===== config.mk =====
export PLATFORM = sky130hd
export DESIGN_NAME = max7219_chain_tx
export DESIGN_NICKNAME = d
export VERILOG_FILES = /design/src/rtl/max7219_pkg.sv /design/src/rtl/max7219_sclk_div.sv /design/src/rtl/max7219_chain_tx.sv
export SDC_FILE = /design/constraint.sdc
export NUM_CORES = 1
export LEC_CHECK = 0
export CORE_AREA = 3 3 67 84
export CTS_BUF_LIST = sky130_fd_sc_hd__clkbuf_2
export CTS_CLUSTER_DIAMETER = 200
export DETAILED_ROUTE_END_ITERATION = 10
export DIE_AREA = 0 0 70 87
export PLACE_DENSITY = 0.87
export SKIP_LAST_GASP = 1
export SYNTH_ARGS = -nofsm -noshare
export SYNTH_HDL_FRONTEND = slang
export SYNTH_SLANG_ARGS = --single-unit
export TNS_END_PERCENT = 20

===== constraint.sdc =====
create_clock -name clk -period 2.47 [get_ports clk]
set_input_delay 0.247 -clock clk [delete_from_list [all_inputs] [get_ports clk]]
set_output_delay 0.247 -clock clk [all_outputs]
set_load 0.05 [all_outputs]

===== src/rtl/max7219_pkg.sv =====
// Shared constants, register map and FSM state type for the MAX7219 chain transmitter.
package max7219_pkg;

  localparam int unsigned C_MAX7219_WORD_W = 16;

  // MAX7219 register addresses (bits [11:8] of each 16-bit word)
  localparam logic [3:0] C_REG_NOOP         = 4'h0;
  localparam logic [3:0] C_REG_DIGIT0       = 4'h1;
  localparam logic [3:0] C_REG_DIGIT1       = 4'h2;
  localparam logic [3:0] C_REG_DIGIT2       = 4'h3;
  localparam logic [3:0] C_REG_DIGIT3       = 4'h4;
  localparam logic [3:0] C_REG_DIGIT4       = 4'h5;
  localparam logic [3:0] C_REG_DIGIT5       = 4'h6;
  localparam logic [3:0] C_REG_DIGIT6       = 4'h7;
  localparam logic [3:0] C_REG_DIGIT7       = 4'h8;
  localparam logic [3:0] C_REG_DECODE_MODE  = 4'h9;
  localparam logic [3:0] C_REG_INTENSITY    = 4'hA;
  localparam logic [3:0] C_REG_SCAN_LIMIT   = 4'hB;
  localparam logic [3:0] C_REG_SHUTDOWN     = 4'hC;
  localparam logic [3:0] C_REG_DISPLAY_TEST = 4'hF;

  typedef enum logic [2:0] {IDLE, LOW, HIGH, TAIL, LATCH} max7219_tx_state_t;

  // Build one device word from a register address and a data byte
  function automatic logic [C_MAX7219_WORD_W-1:0] max7219_word(input logic [3:0] addr,
                                                               input logic [7:0] data);
    return {4'h0, addr, data};
  endfunction

endpackage


===== src/rtl/max7219_sclk_div.sv =====
// Half-period tick generator: o_tick is high on every G_CLK_DIV-th cycle after a clear.
module max7219_sclk_div #(
  parameter int unsigned G_CLK_DIV = 4
) (
  input  logic clk,
  input  logic rst,
  input  logic i_clr,
  output logic o_tick
);

  localparam int unsigned CntW = $clog2(G_CLK_DIV + 1);

  logic [CntW-1:0] cnt_d, cnt_q;

  assign o_tick = (cnt_q == CntW'(G_CLK_DIV - 1));

  // Count 0..G_CLK_DIV-1 and wrap; clear holds the count at zero
  always_comb begin
    cnt_d = cnt_q;
    if (i_clr || o_tick) begin
      cnt_d = '0;
    end else begin
      cnt_d = cnt_q + 1'b1;
    end
  end

  // Counter state
  always_ff @(posedge clk) begin
    if (rst) begin
      cnt_q <= '0;
    end else begin
      cnt_q <= cnt_d;
    end
  end

endmodule


===== src/rtl/max7219_chain_tx.sv =====
// Serial frame transmitter for a daisy chain of MAX7219 drivers (CLK/DIN/LOAD).
module max7219_chain_tx #(
  parameter int unsigned G_MATRIX_NB   = 2,
  parameter int unsigned G_CLK_DIV     = 4,
  parameter int unsigned G_LOAD_CYCLES = 2
) (
  input  logic                      clk,
  input  logic                      rst,
  input  logic                      i_start,
  input  logic [16*G_MATRIX_NB-1:0] i_data,
  output logic                      o_ready,
  output logic                      o_done,
  output logic                      o_max7219_clk,
  output logic                      o_max7219_din,
  output logic                      o_max7219_load
);

  import max7219_pkg::*;

  localparam int unsigned N        = C_MAX7219_WORD_W * G_MATRIX_NB;
  localparam int unsigned BitCntW  = $clog2(N + 1);
  localparam int unsigned LoadCntW = $clog2(G_LOAD_CYCLES + 1);

  max7219_tx_state_t   state_d, state_q;
  logic [N-1:0]        sh_d, sh_q;
  logic [BitCntW-1:0]  bit_cnt_d, bit_cnt_q;
  logic [LoadCntW-1:0] load_cnt_d, load_cnt_q;
  logic                ready_d, ready_q;
  logic                done_d, done_q;
  logic                sclk_d, sclk_q;
  logic                din_d, din_q;
  logic                load_d, load_q;
  logic                tick;

  // Divider is held cleared in IDLE so the first LOW phase is a full half-period
  max7219_sclk_div #(
    .G_CLK_DIV (G_CLK_DIV)
  ) u_sclk_div (
    .clk    (clk),
    .rst    (rst),
    .i_clr  (state_q == IDLE),
    .o_tick (tick)
  );

  // Next-state and next-output logic; outputs hold unless a transition changes them
  always_comb begin
    state_d    = state_q;
    sh_d       = sh_q;
    bit_cnt_d  = bit_cnt_q;
    load_cnt_d = load_cnt_q;
    ready_d    = ready_q;
    done_d     = 1'b0;
    sclk_d     = sclk_q;
    din_d      = din_q;
    load_d     = load_q;
    unique case (state_q)
      IDLE: begin
        if (i_start) begin
          state_d   = LOW;
          sh_d      = i_data;
          bit_cnt_d = BitCntW'(N);
          ready_d   = 1'b0;
          load_d    = 1'b0;
          din_d     = i_data[N-1];
        end
      end
      LOW: begin
        if (tick) begin
          state_d = HIGH;
          sclk_d  = 1'b1;
        end
      end
      HIGH: begin
        if (tick) begin
          sclk_d    = 1'b0;
          bit_cnt_d = bit_cnt_q - 1'b1;
          if (bit_cnt_q == BitCntW'(1)) begin
            state_d = TAIL;
            din_d   = 1'b0;
          end else begin
            state_d = LOW;
            sh_d    = sh_q << 1;
            din_d   = sh_q[N-2];
          end
        end
      end
      TAIL: begin
        if (tick) begin
          state_d    = LATCH;
          load_d     = 1'b1;
          load_cnt_d = '0;
        end
      end
      LATCH: begin
        if (load_cnt_q == LoadCntW'(G_LOAD_CYCLES - 1)) begin
          state_d = IDLE;
          ready_d = 1'b1;
          done_d  = 1'b1;
        end else begin
          load_cnt_d = load_cnt_q + 1'b1;
        end
      end
      default: begin
        state_d = IDLE;
        ready_d = 1'b1;
        sclk_d  = 1'b0;
        din_d   = 1'b0;
        load_d  = 1'b1;
      end
    endcase
  end

  // FSM state, datapath and registered outputs; reset returns to idle pin levels
  always_ff @(posedge clk) begin
    if (rst) begin
      state_q    <= IDLE;
      sh_q       <= '0;
      bit_cnt_q  <= '0;
      load_cnt_q <= '0;
      ready_q    <= 1'b1;
      done_q     <= 1'b0;
      sclk_q     <= 1'b0;
      din_q      <= 1'b0;
      load_q     <= 1'b1;
    end else begin
      state_q    <= state_d;
      sh_q       <= sh_d;
      bit_cnt_q  <= bit_cnt_d;
      load_cnt_q <= load_cnt_d;
      ready_q    <= ready_d;
      done_q     <= done_d;
      sclk_q     <= sclk_d;
      din_q      <= din_d;
      load_q     <= load_d;
    end
  end

  assign o_ready        = ready_q;
  assign o_done         = done_q;
  assign o_max7219_clk  = sclk_q;
  assign o_max7219_din  = din_q;
  assign o_max7219_load = load_q;

endmodule


# After elaboration in Yosys (flattened, before gate mapping)
# Cells that the tools add are included.
# totals
out_inout_bits	5
register_bits	50
elab_cells	79
input_bits	35
# op_classes
bitwise	5
n_eq_ne	14
mux	29
addsub	3
n_reduce_logical	18
# op_table
op	n
$mux 31	3
$pmux 31 s2	1
$reduce_and 3->1	6
$mux 3	5
$pmux 3 s5	1
$mux 6	2
$pmux 1 s3	4
$pmux 6 s2	1
$reduce_or 3->1	4
$eq 3x2->1 const B	3
$mux 1	8
$ne 2x2->1 const B	4
$eq 6x1->1 const B	1
$mux 2	3
$ne 2x1->1 const B	3
$sub 6x1->6 const B	1
$not 1->1	5
$reduce_and 5->1	1
$pmux 2 s2	1
$reduce_and 4->1	1
$reduce_bool 2->1	2
$reduce_or 2->1	2
$add 3x1->3 const B	1
$eq 3x1->1 const B	1
other kinds (5)	5

# Logic depth before layout (Yosys ltp)
# Gate-level depths: netlist of run 1.
# depth
depth_word	4
ltp_mapped	9
depth_no_buf	6

# Cells and area by module
# Synthesis of run 1 repeated with hierarchy kept, for this count alone.
# unflattened
cells_unflattened	248
area_unflattened_um2	2506.2
# by_module_without_submodules
module	cells_per_inst	instances	area_each_um2
max7219_chain_tx	239	1	2389.8
max7219_sclk_div	9	1	116.4

# Worst setup path before layout of run 1
# Ideal clock, no wire load.
# synth_timing
kind	register to register
start	register u_sclk_div.cnt_q[0]
end	register sh_q[10]
arrival_time_ns	1.630
setup_time_ns	0.081
slack_ns	0.759
t_required_ns	2.389
stages_incl_launch_ff	10
cell_sequence	dfxtp_1 -> ha_1 -> ha_1 -> buf_2 -> nand4bb_1 -> o21bai_4 -> and2_4 -> buf_6 -> buf_6 -> a211oi_2
# synth_via
elab_chain_cells	3
# synth_lines
element	line_no	text
start: declaration	max7219_sclk_div.sv:13	logic [CntW-1:0] cnt_d, cnt_q;
start signal: assignment	max7219_sclk_div.sv:32	cnt_q <= cnt_d;
$eq 3x2->1	max7219_sclk_div.sv:15	assign o_tick = (cnt_q == CntW'(G_CLK_DIV - 1));
$ne 2x1->1 (no source line)	n/a	
$reduce_and 4->1 (no source line)	n/a	
end signal: assignment	max7219_chain_tx.sv:117	sh_q <= '0;
end signal: assignment	max7219_chain_tx.sv:127	sh_q <= sh_d;
end: declaration	max7219_chain_tx.sv:25	logic [N-1:0] sh_d, sh_q;
# Every way passes these cells.
# A chain may end at the register's enable or synchronous reset.

# Worst setup path in the final report of run 1
# layout_timing
start	register bit_cnt_q[2]
end	register sh_q[9]
# layout_via
elab_chain_cells	3
# layout_lines
element	line_no	text
start: declaration	max7219_chain_tx.sv:26	logic [BitCntW-1:0] bit_cnt_d, bit_cnt_q;
start signal: assignment	max7219_chain_tx.sv:128	bit_cnt_q <= bit_cnt_d;
$eq 6x1->1	max7219_chain_tx.sv:77	if (bit_cnt_q == BitCntW'(1)) begin
$ne 2x2->1 (no source line)	n/a	
$reduce_and 4->1 (no source line)	n/a	
# Every way passes these cells.

==> flow_results.org, run 1 <==
** Run status
- Outcome :: completed

** Floorplan
- The die is 70 um wide.
- Die area :: around 0.0061 mm^2
- Die Y-Extent :: 87 um
- Row generation in the floorplan step produced 28 rows.
- Total I/O pin count :: 40
- After floorplanning, the core was sized to cover 0.00483 mm^2.
- Initial core utilization :: between 50 and 60%

** Setup path
- The signal on the critical path passes through or3_4 -> o21bai_4 -> and2_4 -> a211oi_2.
- Highest net fanout along the worst path :: 31
- The setup path with the least slack is of type flip-flop to flip-flop.
- Endpoint type of the worst setup path :: flip-flop
- The critical path contains buffers and inverters numbering 0 combined.
- Data on the critical path is required at its endpoint by roughly 2.8 ns.
- Worst path slowest cell :: sky130_fd_sc_hd__and2_4
- In this run the number of cells on the critical path is 4.
- Startpoint class of the critical path :: flip-flop
- Arrival time at the worst endpoint :: between 2 and 2.5 ns
- On the worst path, the slowest cell contributes a delay of about 0.58 ns.
- On the critical path the largest part of the delay comes from simple AND/OR/NAND/NOR gates.
- The worst register-to-register path has a depth of 4.

** Clock network
- TritonCTS built the clock tree.
- Clock Path Buffers :: 2
- Once the clock tree was built, the resizer swapped 0 gates to a different size.
- Clock transition at the registers of the reported paths :: roughly 0.24 ns
- Setup bufs post-CTS :: 0
- The H-tree was split into 2 levels.
- Post-CTS Hold Buffers :: 0
- Clock Sinks :: 50
- The later pin in the worst-skew pair is clocked with a latency of approximately 0.43 ns.
- Clock root buffer :: sky130_fd_sc_hd__clkbuf_2
- Buffers inserted during clock tree synthesis total 5.

** Timing
- The number of slew-limit violations in the final report is 0.
- Hold Fails Final Rpt :: 0
- RSZ-0062 raised after global routing :: false
- Setup violations remaining at the end of the flow were counted as 0.
- Worst Max-Slew Pin Slew :: 0.580 ns
- Time the final worst path needs with I/O delays and setup :: 2.14 ns
- After routing, the total negative slack on setup checks comes to 0 ns.
- Slew HR :: between 60% and 70%
- WHS :: between 0.2 and 0.25 ns
- Based on the critical path, the design can be clocked at up to about 470 MHz.
- Share of the cycle needed by the critical path after routing :: between 80% and 90%
- Worst setup skew after layout :: roughly 0.012 ns

** Power
- Final Total Pwr :: approximately 1600 uW
- LEAKAGE :: between 0.001 and 0.0015 uW
- Power density of the placed cells :: 512 mW/mm^2
- Maximum vdd drop :: about 0.33 mV

** Cells and area
- Layout Utilization :: between 60% and 70%
- Antenna diode count :: 0
- Share of layout cells above drive strength 1 :: 17.0%
- Area used by multi-input combinational logic :: between 0.001 and 0.0015 mm^2
- The area growth from synthesis to layout is 16.6%.
- Storage cell area :: roughly 0.0010 mm^2
- Number of inserted filler cells in the final layout :: 397
- Number of nets in the layout :: 357

** Route
- Total vias in the final route :: about 2.2k
- Number of routed nets with antenna violations :: 0
- The pre-antenna-repair detailed-routing pass consisted of 4 iterations.
- In the final routed layout, each cell accounts on average for approximately 14 um.
- # DRC :: 0
- In this run, the number of DRC markers left after iteration 0 of detailed routing was 160.
- The final layout contains routed wiring with a total length of ~5.4 mm.
- Detail-routed via count per cell :: approximately 6

** Synth
- Each instance of the synthesized netlist takes up on average roughly 9.4 um^2.
- Primary flip-flop cell chosen by synthesis mapping :: sky130_fd_sc_hd__dfxtp_1
- The share of synthesized area in the top cell type comes to about 37%.
- The synthesized design contains 0 enable-type register cells.
- Synth top area cells :: sky130_fd_sc_hd__dfxtp_1 (37%), sky130_fd_sc_hd__a211oi_2 (14%), sky130_fd_sc_hd__a221oi_1 (9.7%)
- After technology mapping, the gate count stands at approximately 290.
- Number of nets produced by synthesis :: 328
- After synthesis the netlist holds a flip-flop and latch count of 50.
- For this run, asynchronously set or reset flops after synthesis account for 0%.
- Number of warnings issued by yosys :: 0
- After synthesis the cells add up to between 0.002 and 0.003 mm^2.
- Most area-hungry cell type in the Yosys netlist :: sky130_fd_sc_hd__dfxtp_1
- Of the synthesized area, sequential elements account for between 30 and 40%.
- Yosys cell types :: between 40 and 50

** Placement
- Number of port buffers :: 39
- Global placer's final weighted congestion :: approximately 0.74
- DP HPWL :: 3.66 mm

** GRT
- Total routing usage reported by global routing :: between 10% and 20%
- For this run, global-route usage on met3 was measured as roughly 4.5%.
- For this run the aggregate overflow at the end of global routing stands at 0.
- GRT busiest layer :: met2
- The first global-routing pass estimated 9.44 mm of wire.
- Met2 global-route usage :: between 30% and 40%
- The number of antenna violations at the first check in global routing came to 0.
- Entering global routing, the biggest net connects between 60 and 70 pins.
- The via count of the first global-routing pass came to about 2.2k.
- For met1 alone, demand over resource in global routing was between 20 and 25%.

** Min path
- Counting instances, the worst hold path has a depth of 2.
- Class of the worst hold path :: primary input to flip-flop

** Run
- Max-cap violations in this run came to 0.
worst reg2reg max path: stages (launching register included):
cell and delay, ns:
sky130_fd_sc_hd__dfxtp_1 0.39, sky130_fd_sc_hd__or3_4 0.42, sky130_fd_sc_hd__o21bai_4 0.51, sky130_fd_sc_hd__and2_4 0.58, sky130_fd_sc_hd__a211oi_2 0.15
sequential cells by signal, summed over array words and instances (netlist names):
name,count
bit_cnt_q,6
load_cnt_q,2
o_max7219_clk,1
state_q,3
o_done,1
o_ready,1
o_max7219_din,1
sh_q,31
o_max7219_load,1
u_sclk_div.cnt_q,3
where the power goes:
part | leakage (uW) | internal, uW | total [uW] | switching [uW]
logic | 0.000712 | 150 | 294 | 144
registers | 0.000412 | 863 | 892 | 29.9
clock network | 0.0000432 | 180 | 433 | 254
per-stage QoR:
| step | worst slack [ns] | cell area (um^2) | instances |
|---|---|---|---|
| 6_report | 0.330 | 3160 | 378 |
| 5_1_grt | 0.186 | 3160 | 378 |
| 4_1_cts | 0.333 | 3160 | 378 |
| 3_5_place_dp | 0.351 | 3100 | 370 |
| 3_3_place_gp | 0.374 | 3100 | 370 |
| 2_1_floorplan | 0.759 | 2710 | 288 |
cell usage after synthesis (2+ instances only):
cell,count
sky130_fd_sc_hd__nor2b_1,30
sky130_fd_sc_hd__a211oi_2,30
sky130_fd_sc_hd__mux2i_1,2
sky130_fd_sc_hd__o21bai_1,2
sky130_fd_sc_hd__xor2_1,4
sky130_fd_sc_hd__nand4b_1,3
sky130_fd_sc_hd__buf_6,6
sky130_fd_sc_hd__ha_1,5
sky130_fd_sc_hd__inv_1,38
sky130_fd_sc_hd__a221oi_1,30
sky130_fd_sc_hd__nor4b_1,2
sky130_fd_sc_hd__buf_2,10
sky130_fd_sc_hd__nand2_1,7
sky130_fd_sc_hd__and2b_1,3
sky130_fd_sc_hd__nor2_1,19
sky130_fd_sc_hd__clkbuf_1,10
sky130_fd_sc_hd__dfxtp_1,50
sky130_fd_sc_hd__nand2b_1,4
sky130_fd_sc_hd__a21oi_1,7
cells in the final DEF (no fill, tap or decap), drive strengths merged, types with 2 or more instances in the layout:
| cell type | n |
|---|---|
| nor3b | 2 |
| xor2 | 4 |
| or3 | 2 |
| nand2 | 7 |
| nand2b | 4 |
| nand4b | 3 |
| nor3 | 2 |
| buf | 10 |
| a21oi | 7 |
| dfxtp | 50 |
| o21bai | 3 |
| mux2i | 2 |
| and2b | 3 |
| clkbuf | 7 |
| a221oi | 30 |
| a211oi | 30 |
| nor2b | 30 |
| clkdlybuf4s50 | 38 |
| nor2 | 19 |
| nor4b | 2 |
| ha | 5 |
| inv | 38 |
per-layer routing:
metal	vias up	part of all wire, %	wire [um]
met4	0	1.6	89
met1	1065	42	2310
met2	55	51	2770
met3	9	5.1	278
li1	1077	-	-
met5	-	0	0
layout make-up:
type | instances | share of cell area (%)
Timing Repair Buffer | 48 | 14.7
Clock buffer | 7 | 1.11
Inverter | 38 | 4.51
Multi-Input combinational cell | 174 | 44.7
Clock inverter | 1 | 0.950
Tap cell | 60 | 2.37
Sequential cell | 50 | 31.7
cell families after synthesis:
group,share of synthesized area (%)
AOI/OAI and AO/OA,29.3
xor gates and xnor gates,1.29
adders and majority gates,2.31
buffers and inverters,11.0
DFF,36.9
muxes,1.15
and+or+nand+nor,18.0
final timing paths:
kind                               to                 from  slack, ns
hold reg to reg   u_sclk_div.cnt_q[0]  u_sclk_div.cnt_q[0]       0.44
setup / recovery              sh_q[9]         bit_cnt_q[2]       0.33
setup reg to reg              sh_q[9]         bit_cnt_q[2]       0.33
hold / removal             state_q[2]                  rst       0.21
(Power assumes the default switching activity.)
==> run 2, diff against run 1 <==
--- a/config.mk
+++ b/config.mk
@@ -5,12 +5,14 @@
 export SDC_FILE = /design/constraint.sdc
 export NUM_CORES = 1
 export LEC_CHECK = 0
+export CAP_MARGIN = 0
 export CORE_AREA = 3 3 67 84
 export CTS_BUF_LIST = sky130_fd_sc_hd__clkbuf_2
 export CTS_CLUSTER_DIAMETER = 200
 export DETAILED_ROUTE_END_ITERATION = 10
 export DIE_AREA = 0 0 70 87
 export PLACE_DENSITY = 0.87
+export REMOVE_ABC_BUFFERS = 1
 export SKIP_LAST_GASP = 1
 export SYNTH_ARGS = -nofsm -noshare
 export SYNTH_HDL_FRONTEND = slang
==> run 2 against run 1 <==
First-iteration DRC count down 3.1%. Critical path type unchanged. Clock skew is 0.013 ns higher. Non-clock buffer count unchanged. Total power fell by 6.5%. Largest power group unchanged.
==> flow_results.org, run 2 (synthesis gave the netlist of run 1 again) <==
** Run status
- Outcome :: completed

** GRT
- After global routing the overflow that remains totals 0.
- Total routing usage reported by global routing :: roughly 18%
- Number of antenna violations at the first check in global routing :: 0
- Largest net degree at the start of global routing :: 63
- First-pass GRT wire length :: approximately 9.2 mm
- Number of global-route vias before repair :: between 2k and 2.5k

** Setup path
- Startpoint of the worst register-to-register path :: u_sclk_div.cnt_q[0]
- Walking the worst path, the cells encountered are ha_1 -> ha_1 -> nand4bb_1 -> o21bai_4 -> and2_4 -> a211oi_2.
- Startpoint class of the critical path :: flip-flop
- Setup slack on the worst reg-to-reg path comes out at approximately 0.30 ns.
- For this run, the slowest stage of the critical path takes 0.56 ns.
- Broken down by cell family, the worst path's largest delay share belongs to simple AND/OR/NAND/NOR gates.
- The critical path in this run is classified as flip-flop to flip-flop.
- Buf/Inv on CP :: 0
- Worst reg2reg path depth :: 6
- Worst path slowest cell :: sky130_fd_sc_hd__and2_4
- At the worst endpoint, the required time is 2.77 ns.
- Data on the critical path arrives at its endpoint at roughly 2.5 ns.
- Counting stages on the worst path, the most repeated cell is sky130_fd_sc_hd__ha_1.
- In this run the worst path has a maximum fanout of 31.
- Endpoint type of the worst setup path :: flip-flop
- In this run the critical register-to-register path is captured at sh_q[29].

** Route
- In the routed design, unresolved DRC markers number 0.
- Using the TritonRoute via totals, the vias-per-cell ratio works out to between 5 and 6.
- Iteration-0 DRC count of the detailed router :: approximately 160
- Detailed-route wire length per cell :: between 10 and 15 um
- Number of routed nets with antenna violations :: 0
- Sum of routed wire length over all layers :: 5.22 mm
- Before antenna repair, the detailed router went through 4 iterations.
- The routed layout has about 2.1k vias.

** Timing
- Time the final worst path needs with I/O delays and setup :: 2.17 ns
- Summed negative setup slack over all endpoints :: 0 ns
- RSZ-0062 raised after global routing :: false
- Setup violations remaining at the end of the flow were counted as 0.
- Worst setup skew after layout :: between 0.02 and 0.03 ns
- Worst Max-Slew Pin Slew :: approximately 0.87 ns
- The number of slew-limit violations in the final report came to 0.
- Based on the critical path, the design can be clocked at up to 461 MHz.
- The final count of hold timing violations was 0.
- In this run the tightest slew margin relative to its limit is roughly 42%.
- After layout, the worst path uses between 80% and 90% of the clock period.

** Clock network
- In this run the clock root is driven by a sky130_fd_sc_hd__clkbuf_2.
- At the later pin of the worst-skew pair, clock insertion delay measures ~0.44 ns.
- Setup bufs post-CTS :: 0
- Post-CTS repair changed the size of 0 cells.
- CTS H-tree depth :: 2
- The clock passes through at most 2 buffers.
- CTS saw 50 sinks.
- Clock transition at the registers of the reported paths :: 0.26 ns
- Clock tree from TritonCTS :: yes
- Counting the buffers created by CTS gives 5.
- Post-CTS Hold Buffers :: 0

** Cells and area
- Most common library cell in the layout ignoring fill and taps :: sky130_fd_sc_hd__dfxtp_1
- Compared with the post-synthesis result, the final layout area differs by 15.6%.
- Number of nets in the layout :: about 360
- After routing the design area is roughly 0.0031 mm^2.
- The register with the most flip-flops in the layout has 31 of them.
- 0 antenna diodes ended up in the layout.
- Biggest registers after layout :: sh_q (31), bit_cnt_q (6)
- Commonest non-fill, non-tap cells in the layout :: sky130_fd_sc_hd__dfxtp_1 (50), sky130_fd_sc_hd__inv_1 (38), sky130_fd_sc_hd__clkdlybuf4s50_1 (38)
- Counting flops per register, the top entry is sh_q.
- Fill cells in the final layout number slightly above 400.
- The post-route netlist has between 10% and 20% of its cells at a drive strength greater than 1.

** Floorplan
- Core ar. :: a little under 0.005 mm^2
- Total I/O pin count :: 40
- Measured along the x axis, the die boundary spans 70 um.
- For this configuration, the core starts out at a cell density of between 50% and 60%.
- The die covers 0.00609 mm^2.
- The die is a little under 90 um tall.
- Cell Rows :: 28

** Placement
- Global placer's final weighted congestion :: 0.819
- Number of port buffers :: 39
- DP HPWL :: about 3.6 mm
- Once placement finished, the instance area stood at between 0.003 and 0.004 mm^2.

** Power
- LEAKAGE :: roughly 0.0012 uW
- Maximum vdd drop :: ~0.32 mV
- Power density of the placed cells :: 483 mW/mm^2

** Run
- Number of max-cap violations :: 0

** Min path
- The min-delay analysis places its worst path in the category primary input to flip-flop.
- The worst hold path begins at rst.
- Counting instances, the worst hold path has a depth of 2.
- Terminating pin of the worst hold path :: state_q[2]
[run 2: cell types whose count changed in the layout (fill, tap and decap cells not counted), sizes merged]
cell    previous run  this run
clkbuf             7         6
clkinv             0         2
bufinv             1         0
[run 2: area by class of cell]
type | instances | area [um^2] | share of cell area, %
clock inverters | 2 | 8.76 | 0.279
well taps | 60 | 75.1 | 2.39
clock buffers | 6 | 30.0 | 0.958
flip-flops and latches | 50 | 1000 | 31.9
multi-input cells | 174 | 1410 | 45.1
inverters | 38 | 143 | 4.55
repair buffers | 48 | 465 | 14.8
[run 2: power breakdown]
part / internal, uW / switching (uW) / leakage [uW]
Clock: 69.7 / 260 / 0.0000304
Combinational: 151 / 139 / 0.000712
Sequential: 863 / 33.1 / 0.000412
[run 2: stage by stage]
step	std cells	utilization [%]	setup WS (ns)	hold WS [ns]	power [uW]
2_1_floorplan	262	-	-0.0496	0.312	1080
3_3_place_gp	370	64.1	0.416	0.409	1190
3_5_place_dp	370	64.1	0.365	0.425	1200
4_1_cts	378	64.9	0.314	0.382	1530
5_1_grt	378	64.9	0.144	0.410	1580
6_report	378	64.9	0.299	0.405	1520
[run 2: metal layers]
metal  vias up  wire length [um]  GRT usage [%]
met2        50              2630           33.8
li1       1079                 -              -
met3         7               218           4.04
met1      1002              2290           20.6
met4         0                78           4.88
met5         -                 0              0
[run 2: how the worst max path moves through the flow]
stage / startpoint / endpoint / slack, ns / cells past startpoint
final: u_sclk_div.cnt_q[0] / sh_q[29] / 0.30 / 6
after global routing: u_sclk_div.cnt_q[0] / sh_q[11] / 0.14 / 7
after CTS: u_sclk_div.cnt_q[0] / sh_q[11] / 0.31 / 6
after detailed placement: u_sclk_div.cnt_q[0] / sh_q[29] / 0.36 / 6
after global placement: u_sclk_div.cnt_q[0] / sh_q[6] / 0.42 / 6
after floorplan: state_q[1] / sh_q[22] / -0.05 / 4
